File: config.mk
export PLATFORM = sky130hd
export DESIGN_NAME = cc_bus_select_arbiter
export DESIGN_NICKNAME = d
export VERILOG_FILES = /design/src/rtl/cc_bus_select_arbiter.sv
export SDC_FILE = /design/constraint.sdc
export NUM_CORES = 1
export LEC_CHECK = 0
export CORE_MARGIN = 2
export CORE_UTILIZATION = 35
export CTS_BUF_LIST = sky130_fd_sc_hd__clkbuf_4
export DETAILED_ROUTE_END_ITERATION = 16
export PLACE_DENSITY = 0.73
export SYNTH_ARGS = -nofsm -noshare
export SYNTH_HDL_FRONTEND = slang
export SYNTH_SLANG_ARGS = --single-unit
File: constraint.sdc
create_clock -name CC_BUSSEL_CLOCK_50 -period 2.4 [get_ports CC_BUSSEL_CLOCK_50]
set_input_delay 0.6 -clock CC_BUSSEL_CLOCK_50 [delete_from_list [all_inputs] [get_ports CC_BUSSEL_CLOCK_50]]
set_output_delay 0.6 -clock CC_BUSSEL_CLOCK_50 [all_outputs]
set_load 0.005 [all_outputs]
File: src/rtl/cc_bus_select_arbiter.sv
// rtl/cc_bus_select_arbiter.sv - registered alternating-priority bus-source arbiter
// Optional watchdog enabled by defining CC_BUSSEL_TIMEOUT_EN.
module cc_bus_select_arbiter #(
    parameter int DATAWIDTH_SEL_CONTROL = 6,
    parameter int DATAWIDTH_SEL_REG     = 5,
    parameter int DATAWIDTH_BUS         = 4,
    parameter int NUM_SOURCES           = 12,
    parameter int HOLD_CYCLES           = 2,
    parameter int TIMEOUT_CYCLES        = 16
) (
    input  logic                             CC_BUSSEL_CLOCK_50,
    input  logic                             CC_BUSSEL_RESET_InHigh,
    input  logic [DATAWIDTH_SEL_CONTROL-1:0] CC_BUSSEL_control_InBUS,
    input  logic                             CC_BUSSEL_control_req_In,
    input  logic [DATAWIDTH_SEL_REG-1:0]     CC_BUSSEL_registro_InBUS,
    input  logic                             CC_BUSSEL_registro_req_In,
    input  logic                             CC_BUSSEL_release_In,
    output logic [DATAWIDTH_BUS-1:0]         CC_BUSSEL_data_OutBUS,
    output logic                             CC_BUSSEL_valid_Out,
    output logic                             CC_BUSSEL_owner_Out,
    output logic                             CC_BUSSEL_error_Out,
    output logic                             CC_BUSSEL_timeout_Out
);
    localparam int IDXW = (DATAWIDTH_SEL_CONTROL > DATAWIDTH_SEL_REG) ?
                          DATAWIDTH_SEL_CONTROL : DATAWIDTH_SEL_REG;
    localparam int HW   = (HOLD_CYCLES > 1) ? $clog2(HOLD_CYCLES) : 1;
    localparam logic [0:0] ST_IDLE  = 1'b0;
    localparam logic [0:0] ST_GRANT = 1'b1;

    if (NUM_SOURCES > (1 << DATAWIDTH_BUS) || HOLD_CYCLES < 1 || TIMEOUT_CYCLES < 1)
        $error("cc_bus_select_arbiter: illegal parameter combination");

    logic [0:0]               r_state;
    logic [HW-1:0]            r_hold;
    logic                     r_last_owner;
    logic [DATAWIDTH_BUS-1:0] r_data;
    logic                     r_valid;
    logic                     r_owner;
    logic                     r_error;

    logic                     w_force;
    logic                     w_honour;
    logic                     w_do_grant;
    logic                     w_win;
    logic [IDXW-1:0]          w_idx;
    logic                     w_oob;

`ifdef CC_BUSSEL_TIMEOUT_EN
    localparam int WW = $clog2(TIMEOUT_CYCLES + 1);
    logic [WW-1:0] r_wdog;
    logic          r_timeout;
    assign w_force = (32'(r_wdog) == TIMEOUT_CYCLES - 1);
    assign CC_BUSSEL_timeout_Out = r_timeout;
`else
    assign w_force = 1'b0;
    assign CC_BUSSEL_timeout_Out = 1'b0;
`endif

    // Owner bit doubles as requester id: 0 = control unit, 1 = register field.
    always_comb begin
        w_do_grant = 1'b0;
        w_win      = 1'b0;
        w_honour   = (r_state == ST_GRANT) &&
                     (((r_hold == '0) && CC_BUSSEL_release_In) || w_force);
        if (r_state == ST_IDLE) begin
            if (CC_BUSSEL_control_req_In && CC_BUSSEL_registro_req_In) begin
                w_do_grant = 1'b1;
                w_win      = ~r_last_owner;
            end else if (CC_BUSSEL_control_req_In || CC_BUSSEL_registro_req_In) begin
                w_do_grant = 1'b1;
                w_win      = CC_BUSSEL_registro_req_In;
            end
        end else if (w_honour) begin
            if (r_owner ? CC_BUSSEL_control_req_In : CC_BUSSEL_registro_req_In) begin
                w_do_grant = 1'b1;
                w_win      = ~r_owner;
            end else if (r_owner ? CC_BUSSEL_registro_req_In : CC_BUSSEL_control_req_In) begin
                w_do_grant = 1'b1;
                w_win      = r_owner;
            end
        end
        w_idx = w_win ? IDXW'(CC_BUSSEL_registro_InBUS) : IDXW'(CC_BUSSEL_control_InBUS);
        w_oob = (32'(w_idx) >= NUM_SOURCES);
    end

    always_ff @(posedge CC_BUSSEL_CLOCK_50) begin
        if (CC_BUSSEL_RESET_InHigh) begin
            r_state      <= ST_IDLE;
            r_hold       <= '0;
            r_last_owner <= 1'b1;
            r_data       <= '0;
            r_valid      <= 1'b0;
            r_owner      <= 1'b0;
            r_error      <= 1'b0;
`ifdef CC_BUSSEL_TIMEOUT_EN
            r_wdog       <= '0;
            r_timeout    <= 1'b0;
`endif
        end else if (w_do_grant) begin
            r_state      <= ST_GRANT;
            r_hold       <= HW'(HOLD_CYCLES - 1);
            r_last_owner <= w_win;
            r_owner      <= w_win;
            r_valid      <= 1'b1;
            r_data       <= w_oob ? '0 : w_idx[DATAWIDTH_BUS-1:0];
            if (w_oob)
                r_error <= 1'b1;
`ifdef CC_BUSSEL_TIMEOUT_EN
            r_wdog       <= '0;
            r_timeout    <= (TIMEOUT_CYCLES == 1);
`endif
        end else if (w_honour) begin
            r_state <= ST_IDLE;
            r_valid <= 1'b0;
            r_data  <= '0;
`ifdef CC_BUSSEL_TIMEOUT_EN
            r_wdog    <= '0;
            r_timeout <= 1'b0;
`endif
        end else if (r_state == ST_GRANT) begin
            if (r_hold != '0)
                r_hold <= r_hold - 1'b1;
`ifdef CC_BUSSEL_TIMEOUT_EN
            // Pulse is raised for the cycle in which the forced release will take effect.
            r_wdog    <= r_wdog + 1'b1;
            r_timeout <= (32'(r_wdog) + 1 == TIMEOUT_CYCLES - 1);
`endif
        end
    end

    assign CC_BUSSEL_data_OutBUS = r_data;
    assign CC_BUSSEL_valid_Out   = r_valid;
    assign CC_BUSSEL_owner_Out   = r_owner;
    assign CC_BUSSEL_error_Out   = r_error;
endmodule

==> reports/metrics.yaml <==
status: "completed"
crit_family: "buffers and inverters"
drive_gt1_share_pct: 12.7
path_clk_slew_ns: 0.06
timing.fmax_mhz: 551
critPathLaunchType: "flip-flop"
maxSlewViolCount: 0
vias_per_cell: 5.05
drv_cap: 0
grt_pass1_wl_mm: 1.59
setup_tns_ns: 0
area_delta_synth_final_pct: 55.5
n_antenna_cell: 0
grt_antenna_before_repair: 0
worstPathArrival_ns: 1.21
io_pins: 24
ys_seq_elements: 9
grt_pass1_vias: 397
slowest_stage: "clkdlybuf4s50_1"
drt-pass1-iter-count: 4
p_seq_share_pct: 43.4
combinationalPowerShare_pct: 24.2
synthTopCellsByArea: "dfxtp_1, mux2i_1, o2bb2ai_1, a21oi_1, nand2_1"
setup-violations-final: 0
syn_nets: 63
yosysTopAreaCell: "dfxtp_1"
postRouteAntennaNets: 0
ys_types: 20
cts_resized: 0
fin_crit_sh_pct: 75.6
post_drt_wl_per_cell_um: 11.8
die_w_um: 40.2
swShare_pct: 24.7
period_needed_ns: 1.81
p_total_w: 0.000391
htreeDepth: 1
syn_area_um2: 458
grt_overflow: 0
drt_wl_total_mm: 1.01
hold_viol_final: 0
vias: 434
hold_buffers: 0
powerDensity_nw_per_um2: 549
crit_required_ns: 1.80
async_flop_share_pct: 0
grt_start_max_net_pins: 9
drtIter0Drc: 6
internal_power_w: 0.000294
clock-root-buffer: "clkbuf_4"
critPathMaxStageDelay_ns: 0.53
rows: 13
skew_ns: 0.00372
worst_setup_path_end_kind: "output port"
hp-class: "reg -> reg"
die_h_um: 40.2
synth_top_cell_area_share_pct: 39.3
tritoncts: "built"
post_cts.repair.setup_buffers: 0
dp_hpwl_um: 783
synth_ff_type: "dfxtp_1"
start_util_pct: 36.6
synth_cells: 47
clk_path_buf_depth: 2
synth-seq-area-share_pct: 39.3
critPathBufInv: 1
grt_setup_unrepaired: "no"
vdd_drop_max_mv: 0.287
yosysWarnings: 0
die_area_um2: 1610
port_buffers: 22
clock_latency_ns: 0.26
crit_chain: "clkdlybuf4s50_1"
cts_made_buffers: 3
drc: 0
p_leak_nw: 0.294
p_sw_w: 0.0000964
syn_area_per_cell_um2: 9.74
clock_power_share_pct: 32.3
synth_top_cells_by_count: "dfxtp_1, nand2_1, a21oi_1"
gp_congestion: 0.734
critPathKind: "reg -> out"
nets: 88
cts.sinks: 9
synth_most_common_cell: "dfxtp_1"
holdWs_ns: 0.468
coreArea_um2: 1250
synth_edf_count: 0
grtUsageTotal_pct: 15.3
critPathMaxFanout: 7
cell families after synthesis:
group / synth area share [%]
AO/OA/AOI/OAI: 33.3
buffers and inverters: 4.10
flip-flops: 39.3
multiplexers: 8.74
other: 0.819
AND/OR/NAND/NOR: 13.7
stage by stage:
step	cell area [µm²]	instances	util, %	setup WS, ns
3_5_place_dp	682	82	54.4	0.363
2_1_floorplan	458	47	-	0.905
6_report	712	86	56.8	0.586
4_1_cts	712	86	56.8	0.591
3_3_place_gp	682	82	54.4	0.361
5_1_grt	712	86	56.8	0.524
layout make-up:
cell class / instances / area, µm²
fillers: 122 / 541
inverters: 1 / 3.75
flip-flops and latches: 9 / 180
multi-input cells: 35 / 259
well taps: 15 / 18.8
repair buffers: 22 / 220
clock buffers: 4 / 30.0
sequential cells by signal (all words and copies together), names as in the netlist:
signal and cells:
r_hold 1, CC_BUSSEL_error_Out 1, r_last_owner 1, CC_BUSSEL_valid_Out 1
CC_BUSSEL_data_OutBUS 4, CC_BUSSEL_owner_Out 1
worst paths after layout:
check / slack (ns) / end / from / cells after the start
setup / recovery: 0.59 / CC_BUSSEL_valid_Out / CC_BUSSEL_valid_Out / 1
hold / removal: 0.47 / CC_BUSSEL_data_OutBUS[3] / CC_BUSSEL_data_OutBUS[3] / 1
setup reg to reg: 1.05 / CC_BUSSEL_error_Out / CC_BUSSEL_valid_Out / 4
hold reg to reg: 0.47 / CC_BUSSEL_data_OutBUS[3] / CC_BUSSEL_data_OutBUS[3] / 1
per-layer routing:
metal / global-route usage, % / part of all wire (%) / up-vias
met5: 0 / 0 / -
met4: 7.50 / 0 / 0
met3: 5.56 / 12 / 0
met2: 23.8 / 43 / 19
met1: 18.5 / 44 / 194
li1: - / - / 221
power groups by stage:
stage / Clock [W] / Combinational (W) / Sequential [W]
4_1_cts: 0.000128 / 0.0000957 / 0.000170
3_3_place_gp: 0 / 0.0000944 / 0.000173
3_5_place_dp: 0 / 0.0000950 / 0.000173
5_1_grt: 0.000135 / 0.000105 / 0.000171
2_1_floorplan: 0 / 0.0000473 / 0.000172
6_report: 0.000126 / 0.0000947 / 0.000170
cell usage in the layout (no fill, tap or decap), types with 2 or more instances in the layout:
| cell | instances |
|---|---|
| a21oi_1 | 6 |
| o2bb2ai_1 | 4 |
| clkdlybuf4s50_1 | 22 |
| nand2_1 | 7 |
| mux2i_1 | 4 |
| a211oi_1 | 2 |
| clkbuf_4 | 4 |
| nand2b_1 | 2 |
| dfxtp_1 | 9 |
No activity file was read; power rests on OpenSTA's default activity.
